<file path="src/rtl/imm_encoder.sv">
// -----------------------------------------------------------------------------
// imm_encoder
//
// Two-stage pipelined RV32 instruction encoder with a valid/ready handshake.
// It packs decoded fields (opcode, registers, funct codes, immediate and a
// format type) back into a 32-bit instruction word. This is the inverse of the
// decode-side immediate generator. The self-test instruction generator and the
// trace/replay path use it to rebuild instruction words.
//
// Optional feature macro: IMM_ENCODER_RANGE_CHECK_EN
//   defined     : a range checker flags immediates the selected format cannot
//                 represent (err_o), and err_cnt_o counts errored outputs.
//   not defined : no checker logic; err_o and err_cnt_o are tied to 0.
//
// Ports
//   clk_i        in   1   clock, rising edge
//   rst_i        in   1   asynchronous active-high reset
//   flush_i      in   1   synchronous; drops all in-flight entries
//   in_valid_i   in   1   input fields valid
//   in_ready_o   out  1   encoder can accept this cycle
//   type_i       in   3   instruction format code (`RTYPE..`JTYPE)
//   opcode_i     in   7   instr[6:0]
//   rd_i         in   5   destination register
//   funct3_i     in   3   funct3
//   rs1_i        in   5   source register 1
//   rs2_i        in   5   source register 2
//   funct7_i     in   7   funct7 (R-type only)
//   imm_i        in  32   immediate as produced by decode
//   out_valid_o  out  1   instr_o valid
//   out_ready_i  in   1   consumer accepts
//   instr_o      out 32   packed instruction
//   err_o        out  1   immediate not representable (qualified by out_valid_o)
//   err_cnt_o    out  8   saturating count of errored outputs accepted
// -----------------------------------------------------------------------------

// Format codes normally come from Parameter.sv; fall back to these values when
// that file has not been compiled ahead of this one.
`ifndef RTYPE
`define RTYPE 3'd0
`endif
`ifndef ITYPE
`define ITYPE 3'd1
`endif
`ifndef STYPE
`define STYPE 3'd2
`endif
`ifndef BTYPE
`define BTYPE 3'd3
`endif
`ifndef UTYPE
`define UTYPE 3'd4
`endif
`ifndef JTYPE
`define JTYPE 3'd5
`endif

module imm_encoder (
    input  logic        clk_i,
    input  logic        rst_i,
    input  logic        flush_i,
    input  logic        in_valid_i,
    output logic        in_ready_o,
    input  logic [2:0]  type_i,
    input  logic [6:0]  opcode_i,
    input  logic [4:0]  rd_i,
    input  logic [2:0]  funct3_i,
    input  logic [4:0]  rs1_i,
    input  logic [4:0]  rs2_i,
    input  logic [6:0]  funct7_i,
    input  logic [31:0] imm_i,
    output logic        out_valid_o,
    input  logic        out_ready_i,
    output logic [31:0] instr_o,
    output logic        err_o,
    output logic [7:0]  err_cnt_o
);

    // Stage 1: registered input fields
    logic        s1_valid_reg;
    logic [2:0]  s1_type_reg;
    logic [6:0]  s1_opcode_reg;
    logic [4:0]  s1_rd_reg;
    logic [2:0]  s1_funct3_reg;
    logic [4:0]  s1_rs1_reg;
    logic [4:0]  s1_rs2_reg;
    logic [6:0]  s1_funct7_reg;
    logic [31:0] s1_imm_reg;

    // Stage 2: assembled output
    logic        out_valid_reg;
    logic [31:0] instr_reg;
    logic [31:0] instr_next;

    logic adv1;
    logic adv2;

    // Stage 2 can take a new entry when empty or when its entry leaves now;
    // stage 1 can take one when empty or when it moves into stage 2.
    assign adv2       = !out_valid_reg || out_ready_i;
    assign adv1       = !s1_valid_reg || adv2;
    assign in_ready_o = adv1;

    assign out_valid_o = out_valid_reg;
    assign instr_o     = instr_reg;

    // Pack stage-1 fields; bits a format cannot carry are simply not selected.
    always_comb begin
        instr_next = 32'd0;
        case (s1_type_reg)
            `RTYPE: instr_next = {s1_funct7_reg, s1_rs2_reg, s1_rs1_reg,
                                  s1_funct3_reg, s1_rd_reg, s1_opcode_reg};
            `ITYPE: instr_next = {s1_imm_reg[11:0], s1_rs1_reg, s1_funct3_reg,
                                  s1_rd_reg, s1_opcode_reg};
            `STYPE: instr_next = {s1_imm_reg[11:5], s1_rs2_reg, s1_rs1_reg,
                                  s1_funct3_reg, s1_imm_reg[4:0], s1_opcode_reg};
            `BTYPE: instr_next = {s1_imm_reg[12], s1_imm_reg[10:5], s1_rs2_reg,
                                  s1_rs1_reg, s1_funct3_reg, s1_imm_reg[4:1],
                                  s1_imm_reg[11], s1_opcode_reg};
            `UTYPE: instr_next = {s1_imm_reg[31:12], s1_rd_reg, s1_opcode_reg};
            `JTYPE: instr_next = {s1_imm_reg[20], s1_imm_reg[10:1], s1_imm_reg[11],
                                  s1_imm_reg[19:12], s1_rd_reg, s1_opcode_reg};
            default: instr_next = 32'd0;
        endcase
    end

    always_ff @(posedge clk_i or posedge rst_i) begin
        if (rst_i) begin
            s1_valid_reg  <= 1'b0;
            s1_type_reg   <= 3'd0;
            s1_opcode_reg <= 7'd0;
            s1_rd_reg     <= 5'd0;
            s1_funct3_reg <= 3'd0;
            s1_rs1_reg    <= 5'd0;
            s1_rs2_reg    <= 5'd0;
            s1_funct7_reg <= 7'd0;
            s1_imm_reg    <= 32'd0;
            out_valid_reg <= 1'b0;
            instr_reg     <= 32'd0;
        end else if (flush_i) begin
            // Flush wins over both transfers; data registers keep old values.
            s1_valid_reg  <= 1'b0;
            out_valid_reg <= 1'b0;
        end else begin
            if (adv2) begin
                out_valid_reg <= s1_valid_reg;
                if (s1_valid_reg) begin
                    instr_reg <= instr_next;
                end
            end
            if (adv1) begin
                s1_valid_reg <= in_valid_i;
                if (in_valid_i) begin
                    s1_type_reg   <= type_i;
                    s1_opcode_reg <= opcode_i;
                    s1_rd_reg     <= rd_i;
                    s1_funct3_reg <= funct3_i;
                    s1_rs1_reg    <= rs1_i;
                    s1_rs2_reg    <= rs2_i;
                    s1_funct7_reg <= funct7_i;
                    s1_imm_reg    <= imm_i;
                end
            end
        end
    end

`ifdef IMM_ENCODER_RANGE_CHECK_EN
    logic       err_next;
    logic       s1_err_reg;
    logic       err_reg;
    logic [7:0] err_cnt_reg;

    // Error flag is computed on the raw inputs so it lands in stage 1
    // alongside the fields it describes.
    always_comb begin
        err_next = 1'b0;
        case (type_i)
            `RTYPE: err_next = 1'b0;
            `ITYPE,
            `STYPE: err_next = !(&imm_i[31:11] || ~|imm_i[31:11]);
            `BTYPE: err_next = !(&imm_i[31:12] || ~|imm_i[31:12]) || imm_i[0];
            `JTYPE: err_next = !(&imm_i[31:20] || ~|imm_i[31:20]) || imm_i[0];
            `UTYPE: err_next = |imm_i[11:0];
            default: err_next = 1'b1;
        endcase
    end

    always_ff @(posedge clk_i or posedge rst_i) begin
        if (rst_i) begin
            s1_err_reg <= 1'b0;
            err_reg    <= 1'b0;
        end else if (!flush_i) begin
            if (adv2 && s1_valid_reg) begin
                err_reg <= s1_err_reg;
            end
            if (adv1 && in_valid_i) begin
                s1_err_reg <= err_next;
            end
        end
    end

    // Counts accepted errored outputs, including one accepted in a flush
    // cycle; flush does not clear it.
    always_ff @(posedge clk_i or posedge rst_i) begin
        if (rst_i) begin
            err_cnt_reg <= 8'd0;
        end else if (out_valid_reg && out_ready_i && err_reg && (err_cnt_reg != 8'hFF)) begin
            err_cnt_reg <= err_cnt_reg + 8'd1;
        end
    end

    assign err_o     = err_reg;
    assign err_cnt_o = err_cnt_reg;
`else
    assign err_o     = 1'b0;
    assign err_cnt_o = 8'd0;
`endif

endmodule

</file>
<file path="config.mk">
export PLATFORM = sky130hd
export DESIGN_NAME = imm_encoder
export DESIGN_NICKNAME = d
export VERILOG_FILES = /design/src/rtl/imm_encoder.sv
export SDC_FILE = /design/constraint.sdc
export NUM_CORES = 1
export LEC_CHECK = 0
export CORE_ASPECT_RATIO = 0.5
export CORE_UTILIZATION = 54
export CTS_BUF_LIST = sky130_fd_sc_hd__clkbuf_8
export CTS_CLUSTER_DIAMETER = 30
export DETAILED_ROUTE_END_ITERATION = 16
export PLACE_DENSITY = 0.91
export RECOVER_POWER = 50
export SLEW_MARGIN = 20
export SYNTH_ARGS = -nofsm -noshare
export SYNTH_HDL_FRONTEND = slang
export SYNTH_SLANG_ARGS = --single-unit
</file>
<file path="constraint.sdc">
create_clock -name clk_i -period 6.8 [get_ports clk_i]
set_input_delay 2.04 -clock clk_i [delete_from_list [all_inputs] [get_ports clk_i]]
set_output_delay 2.04 -clock clk_i [all_outputs]
set_load 0.05 [all_outputs]
</file>
==> summary.md <==
| Metric | Value |
|---|---|
| Final period util | 83.7% |
| Synthesized area | 4300 um^2 |
| Final setup fails | 0 |
| Maximum vdd drop | 0.151 mV |
| DP HPWL | 6490 um |
| Hold slack | 0.486 ns |
| Reg-to-reg setup timing slack | 4.51 ns |
| Slew margin rel. | -25.8% |
| Number of clock buffers inserted by TritonCTS | 9 |
| Worst path cell trace | dlygate4sd3_1 -> nor2b_1 -> nand2_1 -> clkdlybuf4s50_1 |
| Post_cts resized | 0 |
| FF-to-FF Start | out_valid_o |
| Finished Layout Cells | 533 |
| Syn Inst Count | 319 |
| Fin. max-slew vios | 79 |
| Largest family of logic cells by synthesized area | multiplexers |
| Leak Pwr | 2.42 nW |
| Hold crit path type | flop to flop |
| Via count | 2875 |
| TritonCTS clock tree | yes |
| Met2 wire len | 4740 um |
| Routed Antenna Nets | 0 |
| Post-synth EDFFs | 0 |
| Crit-path leading delay family | buffers and inverters |
| Ports | 115 |
| Clock root buffer | clkbuf_8 |
| Share of layout cells above drive strength 1 | 24.7% |
| Primary FF master, synth | dfrtp_1 |
| Routed Wire Length | 9160 um |
| Worst skew pair latency | 0.37 ns |
| DRC viols | 0 |
| Worst setup SP type | primary input |
| Synth cell types | 33 |
| Register Area | 2530 um^2 |
| Ant diodes | 0 |
| GPL Wtd Cong | 0.800 |
| Worst EP required | 4.76 ns |
| Port Buffers | 105 |
| Worst-Margin Slew | 1.89 ns |
| Critical path's largest stage delay | 0.71 ns |
| First-pass GRT wire length | 15100 um |
| Cts-stage hold buffer count | 0 |
| Synth warn | 0 |
| R2R cell count | 5 |
| Rows | 22 |
| Die W | 128 um |
| CP max-delay cell | clkdlybuf4s50_1 |
| Synth Area in Adders | 0% |
| Antenna violations before repair | 0 |
| CP bufs+invs | 2 |
| MaxCap Viol Count | 1 |
| Final core utilization | 74.1% |
| Synthesis-stage register bit count | 101 |
| Hold EP | instr_o[15] |
| Routed len/inst | 17.2 um |
| Synth Area in Compound Gates | 10.1% |
| Net count, final | 492 |
| Multi-input gate area | 1620 um^2 |
| Gr usage total | 24.3% |
| XOR/XNOR Fraction of Synth Area | 0.204% |
| CTS Buffer Depth | 2 |
| Final Hold Viols | 0 |
| Initial core utilization | 57.2% |
| H-tree depth | 3 |
| Post-synthesis mux area share | 21.7% |
| Hold Startpoint | instr_o[15] |
| Die Area | 8340 um^2 |
| Async set or reset register ratio after synthesis | 100% |
| Critical path type | primary input to primary output |
| Pin count of the biggest net entering global routing | 79 |
| Sequential area share after synthesis | 58.8% |
| Die height | 65.1 um |
| Number of fillers in the final layout | 497 |
| Met3 WL post-DR | 425 um |
| Pwr dens | 311 nW/um^2 |
| P&R area growth vs syn | 29.5% |
| CP max FO | 4 |
| Placed cell count | 517 |
| Clock slew at reported path FFs | 0.09 ns |
| FMAX | 176 MHz |
| Critical path arrival | 3.65 ns |
| Wire length on met1 | 3870 um |
| Mean number of vias per cell | 5.39 |
| Synthesized-area fraction occupied by and/or/nand/nor cells | 4.98% |
| Syn Area/Cell | 13.5 um^2 |
| Core area | 7510 um^2 |
| Reg-to-Reg End | instr_o[19] |
| Clock Skews | 0.0116 ns |
| First drt pass iteration count | 4 |
| Via count of the first global-routing pass | 3028 |
| Iteration-0 DRC Markers | 143 |
| Hold Path Depth | 2 |
| Failing checks | max-capacitance violations, max-slew violations |
| Clock period minus worst slack | 5.69 ns |
| Postcts setup bufs | 0 |
| Crit. End Element | primary output |
| Max Used Layer | met4 |
| Sink Count | 101 |
| Setup TNS | 0 ns |
| Status | finished with violations |
| RSZ-0062 raised after global routing | no |
| Gr ovfl total | 0 |
==> cell usage after synthesis, types with 2 or more instances <==
| cell type | number | area [um^2] |
|---|---|---|
| dfrtp_1 | 101 | 2530 |
| mux2_2 | 73 | 822 |
| nand2_1 | 24 | 90.1 |
| o21ai_0 | 13 | 65.1 |
| buf_2 | 12 | 60.1 |
| buf_4 | 12 | 90.1 |
| mux2i_1 | 11 | 110 |
| a22oi_1 | 10 | 75.1 |
| o21ai_2 | 10 | 87.6 |
| a22o_1 | 9 | 78.8 |
| nor2_1 | 7 | 26.3 |
| nor2b_1 | 7 | 43.8 |
| a2bb2oi_1 | 4 | 35.0 |
| a31oi_1 | 4 | 25.0 |
| a21oi_1 | 2 | 10.0 |
| clkbuf_1 | 2 | 7.51 |
| inv_1 | 2 | 7.51 |
==> area by class of cell <==
cell class                      instances  share of cell area, %
Sequential cell                       101                   45.4
Multi-Input combinational cell        197                   29.0
Timing Repair Buffer                  109                   19.4
Clock buffer                           10                   2.47
Tap cell                              108                   2.43
Clock inverter                          6                   1.10
Inverter                                2                  0.157
==> metal layers <==
metal	GRT usage, %	up-vias
met5	0	-
met4	8.97	0
met3	5.45	10
met2	42.3	77
met1	30.1	1461
li1	-	1327
==> stage by stage <==
step,cell area [um^2],setup slack [ns],power [mW]
after floorplan,4330,2.11,1.16
after global placement,5380,1.29,1.34
after detailed placement,5380,1.25,1.36
after CTS,5580,1.25,1.75
after global routing,5570,1.05,1.81
final,5570,1.11,1.73
==> cells by family (layout without fill, tap and decap cells) <==
family / Yosys count / in the layout
xor gates and xnor gates: 1 / 1
DFF: 101 / 101
buffers and inverters: 29 / 127
muxes: 84 / 84
and+or+nand+nor: 45 / 45
AOI/OAI and AO/OA: 58 / 58
other: 1 / 9
==> worst max path at each step <==
| stage | from | depth (start not counted) | end |
|---|---|---|---|
| after floorplan | rst_i | 1 | instr_o[0] |
| after global placement | out_ready_i | 4 | in_ready_o |
| after detailed placement | out_ready_i | 4 | in_ready_o |
| after CTS | out_ready_i | 4 | in_ready_o |
| after global routing | out_ready_i | 4 | in_ready_o |
| final | out_ready_i | 4 | in_ready_o |
==> placed cells by master, fill, tap and decap left out, types with 2 or more instances in the layout <==
cell,netlist,routed
a22oi_1,10,10
a22o_1,9,9
clkbuf_8,0,10
nor2_1,7,7
mux2i_1,11,11
nor2b_1,7,8
nand2_1,24,24
buf_4,12,3
clkinv_2,0,2
dlygate4sd3_1,0,12
o21ai_2,10,10
a21oi_1,2,2
inv_1,2,2
mux2_2,73,73
a31oi_1,4,4
a2bb2oi_1,4,4
conb_1,1,9
dfrtp_1,101,101
inv_6,0,2
clkdlybuf4s50_1,0,93
o21ai_0,13,13
==> tightest hold or removal path, cell delays in order (launching register included) <==
cell and delay (ns):
dfrtp_1 0.35, nand2_1 0.05, o21ai_0 0.06
==> where the power goes <==
group,internal [mW],switching (mW),total (mW)
sequential,0.711,0.0793,0.790
clock,0.180,0.206,0.386
combinational,0.231,0.322,0.553
(Power assumes the default switching activity.)
